### src/rtl/ir_pkg.sv
// Shared IR link definitions: frame format, FSM states and a voting helper.
// Used by both the receive and transmit sides.
package ir_pkg;

    localparam int DATA_BITS        = 8;
    localparam int DEFAULT_BIT_CLKS = 50000;

    localparam logic MARK  = 1'b1;
    localparam logic SPACE = 1'b0;

    typedef enum logic [2:0] {
        IDLE,
        START,
        DATA,
        STOP,
        WAIT_SPACE
    } ir_state_t;

    function automatic logic majority3(input logic a, input logic b, input logic c);
        return (a & b) | (a & c) | (b & c);
    endfunction

endpackage

### src/rtl/ir_rx_sync.sv
// Two-flop synchroniser for an asynchronous single-bit input.
// RESET_VAL lets the caller preset both flops to the line's idle level.
module ir_rx_sync #(
    parameter logic RESET_VAL = 1'b1
) (
    input  logic clock,
    input  logic reset_n,
    input  logic d,
    output logic q
);

    logic [1:0] sync_ff;

    always_ff @(posedge clock or negedge reset_n) begin
        if (!reset_n) begin
            sync_ff <= {2{RESET_VAL}};
        end else begin
            sync_ff <= {sync_ff[0], d};
        end
    end

    assign q = sync_ff[1];

endmodule

### src/rtl/ir_rx_decoder.sv
// IR receive decoder: mid-bit sampling of start/8 data/stop frames from the demodulated pin.
// Optional IRRX_MAJORITY_EN: each sample is a 3-cycle majority vote, decided one cycle later.
module ir_rx_decoder
    import ir_pkg::*;
#(
    parameter int BIT_CLKS = DEFAULT_BIT_CLKS
) (
    input  logic                 CLK_50M,
    input  logic                 reset_n,
    input  logic                 rxd_n,
    output logic [DATA_BITS-1:0] Dout,
    output logic                 valid,
    output logic                 frame_err,
    output logic                 busy
);

    localparam int CNT_W = $clog2(BIT_CLKS);
    localparam int IDX_W = $clog2(DATA_BITS);
    localparam logic [CNT_W-1:0] BIT_LAST  = CNT_W'(BIT_CLKS - 1);
    localparam logic [IDX_W-1:0] IDX_LAST  = IDX_W'(DATA_BITS - 1);

    // Only the start sample moves later with voting; later windows keep the same spacing.
`ifdef IRRX_MAJORITY_EN
    localparam logic [CNT_W-1:0] START_LAST = CNT_W'(BIT_CLKS / 2);
`else
    localparam logic [CNT_W-1:0] START_LAST = CNT_W'(BIT_CLKS / 2 - 1);
`endif

    ir_state_t            state;
    ir_state_t            state_next;
    logic [CNT_W-1:0]     cnt;
    logic [IDX_W-1:0]     bit_idx;
    logic [DATA_BITS-1:0] shift_reg;
    logic                 rxd_sync;
    logic                 rx_bit;
    logic                 sample_bit;
    logic                 cnt_clr;
    logic                 shift_en;
    logic                 byte_done;
    logic                 stop_err;

    ir_rx_sync #(
        .RESET_VAL(1'b1)
    ) u_sync (
        .clock  (CLK_50M),
        .reset_n(reset_n),
        .d      (rxd_n),
        .q      (rxd_sync)
    );

    assign rx_bit = ~rxd_sync;

`ifdef IRRX_MAJORITY_EN
    logic [1:0] rx_hist;

    always_ff @(posedge CLK_50M or negedge reset_n) begin
        if (!reset_n) begin
            rx_hist <= {2{SPACE}};
        end else begin
            rx_hist <= {rx_hist[0], rx_bit};
        end
    end

    assign sample_bit = majority3(rx_bit, rx_hist[0], rx_hist[1]);
`else
    assign sample_bit = rx_bit;
`endif

    always_ff @(posedge CLK_50M or negedge reset_n) begin
        if (!reset_n) begin
            state <= IDLE;
        end else begin
            state <= state_next;
        end
    end

    // WAIT_SPACE holds off a new start until a stuck mark has been released.
    always_comb begin
        state_next = state;
        cnt_clr    = 1'b0;
        shift_en   = 1'b0;
        byte_done  = 1'b0;
        stop_err   = 1'b0;
        unique case (state)
            IDLE: begin
                cnt_clr = 1'b1;
                if (rx_bit == MARK) state_next = START;
            end
            START: begin
                if (cnt == START_LAST) begin
                    cnt_clr    = 1'b1;
                    state_next = (sample_bit == MARK) ? DATA : IDLE;
                end
            end
            DATA: begin
                if (cnt == BIT_LAST) begin
                    cnt_clr  = 1'b1;
                    shift_en = 1'b1;
                    if (bit_idx == IDX_LAST) state_next = STOP;
                end
            end
            STOP: begin
                if (cnt == BIT_LAST) begin
                    cnt_clr = 1'b1;
                    if (sample_bit == SPACE) begin
                        byte_done  = 1'b1;
                        state_next = IDLE;
                    end else begin
                        stop_err   = 1'b1;
                        state_next = WAIT_SPACE;
                    end
                end
            end
            WAIT_SPACE: begin
                cnt_clr = 1'b1;
                if (rx_bit == SPACE) state_next = IDLE;
            end
            default: begin
                cnt_clr    = 1'b1;
                state_next = IDLE;
            end
        endcase
    end

    always_ff @(posedge CLK_50M or negedge reset_n) begin
        if (!reset_n) begin
            cnt       <= '0;
            bit_idx   <= '0;
            shift_reg <= '0;
            Dout      <= '0;
            valid     <= 1'b0;
            frame_err <= 1'b0;
        end else begin
            cnt       <= cnt_clr ? '0 : cnt + 1'b1;
            valid     <= byte_done;
            frame_err <= stop_err;
            if (state != DATA) begin
                bit_idx <= '0;
            end else if (shift_en) begin
                bit_idx <= bit_idx + 1'b1;
            end
            if (shift_en) shift_reg <= {sample_bit, shift_reg[DATA_BITS-1:1]};
            if (byte_done) Dout <= shift_reg;
        end
    end

    assign busy = (state != IDLE);

endmodule

### config.mk
export PLATFORM = sky130hd
export DESIGN_NAME = ir_rx_decoder
export DESIGN_NICKNAME = d
export VERILOG_FILES = /design/src/rtl/ir_pkg.sv /design/src/rtl/ir_rx_sync.sv /design/src/rtl/ir_rx_decoder.sv
export SDC_FILE = /design/constraint.sdc
export NUM_CORES = 1
export LEC_CHECK = 0
export CELL_PAD_IN_SITES_DETAIL_PLACEMENT = 1
export CELL_PAD_IN_SITES_GLOBAL_PLACEMENT = 1
export CORE_ASPECT_RATIO = 0.6
export CORE_MARGIN = 3
export CORE_UTILIZATION = 50
export CTS_BUF_LIST = sky130_fd_sc_hd__clkbuf_16
export CTS_CLUSTER_DIAMETER = 40
export DETAILED_ROUTE_END_ITERATION = 8
export DONT_BUFFER_PORTS = 1
export GPL_ROUTABILITY_DRIVEN = 0
export MAX_ROUTING_LAYER = met4
export PLACE_DENSITY_LB_ADDON = 0.1
export SYNTH_ARGS = -nofsm -noshare
export SYNTH_HDL_FRONTEND = slang
export SYNTH_SLANG_ARGS = --single-unit
### constraint.sdc
create_clock -name CLK_50M -period 2.9 [get_ports CLK_50M]
set_input_delay 0.145 -clock CLK_50M [delete_from_list [all_inputs] [get_ports CLK_50M]]
set_output_delay 0.145 -clock CLK_50M [all_outputs]
set_load 0.05 [all_outputs]
==> flow_metrics.env <==
export IMPL_max_stage_delay_ps=680
export IMPL_cts_sinks=42
export IMPL_cts_resized=0
export IMPL_period_needed_ps=2480
export IMPL_floorplan_initialDensity_pct=55.3
export IMPL_grt_overflow=0
export IMPL_track_usage_pct=22.6
export IMPL_syn_inst=162
export IMPL_critPathBufInv=0
export IMPL_drc_errors=0
export IMPL_vias=1277
export IMPL_core_area_um2=3460
export IMPL_hp_class="in2async"
export IMPL_die_area_um2=4640
export IMPL_fin_util_pct=62.9
export IMPL_skew_ps=2.96
export IMPL_tightest_slew_ps=598
export IMPL_cp_slowest_cell="or4_1"
export IMPL_grt_max_degree=43
export IMPL_dp_hpwl_um=2840
export IMPL_dr_pass1_iters=3
export IMPL_ios=14
export IMPL_fin_area_um2=2180
export IMPL_ant_nets=0
export IMPL_grt_pass1_wl_um=7400
export IMPL_power_total_mw=1.31
export IMPL_root_buffer="clkbuf_16"
export IMPL_startpoint_type="register"
export IMPL_p_leak_nw=1.03
export IMPL_antenna_cells=0
export IMPL_largest_reg_flops=16
export IMPL_slew_headroom_pct=59.8
export IMPL_setup_violations_final=0
export IMPL_critical_path_class="reg2reg"
export IMPL_post_place_ws_ps=493
export IMPL_p_per_area_nw_per_um2=602
export IMPL_startpoint="cnt[0]"
export IMPL_ir_worst_vdd_uv=378
export IMPL_reg2reg_from="cnt[0]"
export IMPL_htreeDepth=2
export IMPL_cap_violations=0
export IMPL_syn_cell_area_um2=1920
export IMPL_vias_per_cell=5.97
export IMPL_die_w_um=85.9
export IMPL_wire_per_inst_um=20.2
export IMPL_critPathTopFamily="simple AND/OR/NAND/NOR gates"
export IMPL_arrival_ps=2640
export IMPL_clk_latency_ps=280
export IMPL_drtIter0Drc=76
export IMPL_worstPathRequired_ps=3060
export IMPL_rows=16
export IMPL_cp_cell_sequence="ha_1 -> nand4b_1 -> or4_1 -> or2_1 -> mux2_4"
export IMPL_drive_gt1_share_pct=18.9
export IMPL_wl_um=4330
export IMPL_port_buffers=0
export IMPL_ys_warn_count=0
export IMPL_status="complete, no violations"
export IMPL_critical_path_endpoint_type="register"
export IMPL_clk_path_buf_depth=2
export IMPL_hold_viol=0
export IMPL_synth_distinct_cells=37
export IMPL_area_growth_pct=13.7
export IMPL_postLayoutSetupSlackWorst_ps=418
export IMPL_grt_pass1_vias=1403
export IMPL_fin_nets=174
export IMPL_period_share_pct=85.6
export IMPL_cts_tree="built"
export IMPL_cts_made_buffers=5
export IMPL_grt_setup_unrepaired="false"
export IMPL_maxSlewViolCount=0
export IMPL_ys_seq_area_share_pct=55.0
export IMPL_clock_fmax_ghz=0.403
export IMPL_ys_ff_latch=42
export IMPL_die_h_um=54.0
export IMPL_path_max_fanout=8
export IMPL_post_cts_buffers=0
export IMPL_fin_setup_tns_ps=0
export IMPL_clk_pin_slew_ps=60
export IMPL_synth_nets=168
export IMPL_antenna_found_initial=0
export IMPL_avgSynthCellArea_um2=11.8
export IMPL_postPlaceCellArea_um2=1950
## layout by cell type, fill, tap and decap left out, drive strengths merged, types with 3 or more instances in the layout
| cell | synthesis | final |
|---|---|---|
| a21oi | 5 | 5 |
| dfrtp | 40 | 40 |
| nor2 | 20 | 20 |
| clkbuf | 3 | 5 |
| nor3 | 3 | 3 |
| nand4 | 5 | 5 |
| xnor2 | 9 | 9 |
| buf | 3 | 3 |
| or3 | 4 | 4 |
| nand3 | 7 | 7 |
| o21ai | 4 | 4 |
| xor2 | 4 | 4 |
| nand4b | 3 | 3 |
| nor4 | 6 | 6 |
| inv | 4 | 4 |
| ha | 3 | 3 |
| nand2 | 6 | 6 |
| mux2 | 16 | 16 |
## cells by family after synthesis
family | after synthesis | synth area share, %
buf+inv | 10 | 2.74
xor+xnor | 13 | 5.94
mux | 18 | 11.8
compound gates | 12 | 3.98
fa+ha+maj | 3 | 1.96
flops | 42 | 55.0
simple gates | 64 | 18.6
## final timing paths
kind                                endpoint  cells past startpoint  slack, ps
max reg2reg                     shift_reg[1]                      5        420
min reg2reg                u_sync.sync_ff[1]                      0        360
max                             shift_reg[1]                      5        420
min in group CLK_50M       u_sync.sync_ff[1]                      0        360
max in group asynchronous  u_sync.sync_ff[1]                      2       2320
min                                  Dout[7]                      2        330
## layer usage
metal,wire length (um),GRT usage (%),vias to the layer above,part of all wire (%)
li1,-,-,586,-
met1,2180,29.6,666,50
met2,1960,34.8,19,45
met3,143,6.27,6,3.3
met4,55,6.32,0,1.3
met5,0,-,-,0
## area by class of cell
class	count	area (um^2)
Sequential cell	42	1050
Fill cell	349	1280
Clock buffer	5	125
Clock inverter	3	63.8
Multi-Input combinational cell	110	811
Tap cell	45	56.3
Timing Repair Buffer	5	55.1
Inverter	4	15.0
## Yosys cell counts
master | n | area, um^2
nor2b_1 | 2 | 12.5
a21oi_1 | 5 | 25.0
inv_1 | 4 | 15.0
a21o_1 | 1 | 7.51
xor2_1 | 4 | 35.0
dfstp_2 | 2 | 52.6
clkbuf_2 | 2 | 10.0
nand4b_1 | 3 | 26.3
or2_1 | 1 | 6.26
ha_1 | 3 | 37.5
and4_1 | 1 | 8.76
nand3_1 | 7 | 35.0
clkbuf_1 | 1 | 3.75
mux2i_1 | 2 | 20.0
nand2b_1 | 1 | 6.26
buf_6 | 1 | 11.3
or3_1 | 3 | 18.8
xnor2_1 | 9 | 78.8
nor3_1 | 3 | 15.0
mux2_4 | 7 | 105
buf_2 | 1 | 5.00
or4_1 | 2 | 15.0
or3_4 | 1 | 11.3
nor2_1 | 20 | 75.1
o21ai_0 | 4 | 20.0
nand3b_1 | 1 | 7.51
o2111ai_1 | 1 | 8.76
dfrtp_1 | 40 | 1000
nand4_2 | 1 | 12.5
nand4bb_1 | 1 | 11.3
or4b_2 | 1 | 10.0
nand4_1 | 4 | 25.0
nor4_1 | 6 | 37.5
a2bb2oi_2 | 1 | 15.0
nand2_1 | 6 | 22.5
mux2_2 | 9 | 101
buf_4 | 1 | 7.51
## through the flow
stage,cells,hold WS [ps]
2_1_floorplan,162,-151
3_3_place_gp,203,-149
3_5_place_dp,203,-149
4_1_cts,214,342
5_1_grt,214,348
6_report,214,328
## what timing repair did
action / in CTS / in global routing
endpoints found under the hold margin: 43 / 0
hold buffers: 3 / 0
setup endpoints to repair: 0 / 0
## report_power, final
part / internal [mW] / switching, mW / leakage (nW)
registers: 0.589 / 0.00180 / 0.565
logic: 0.00500 / 0.0123 / 0.369
clock network: 0.490 / 0.215 / 0.0915
Note: power is estimated with default switching activity, not from simulation.
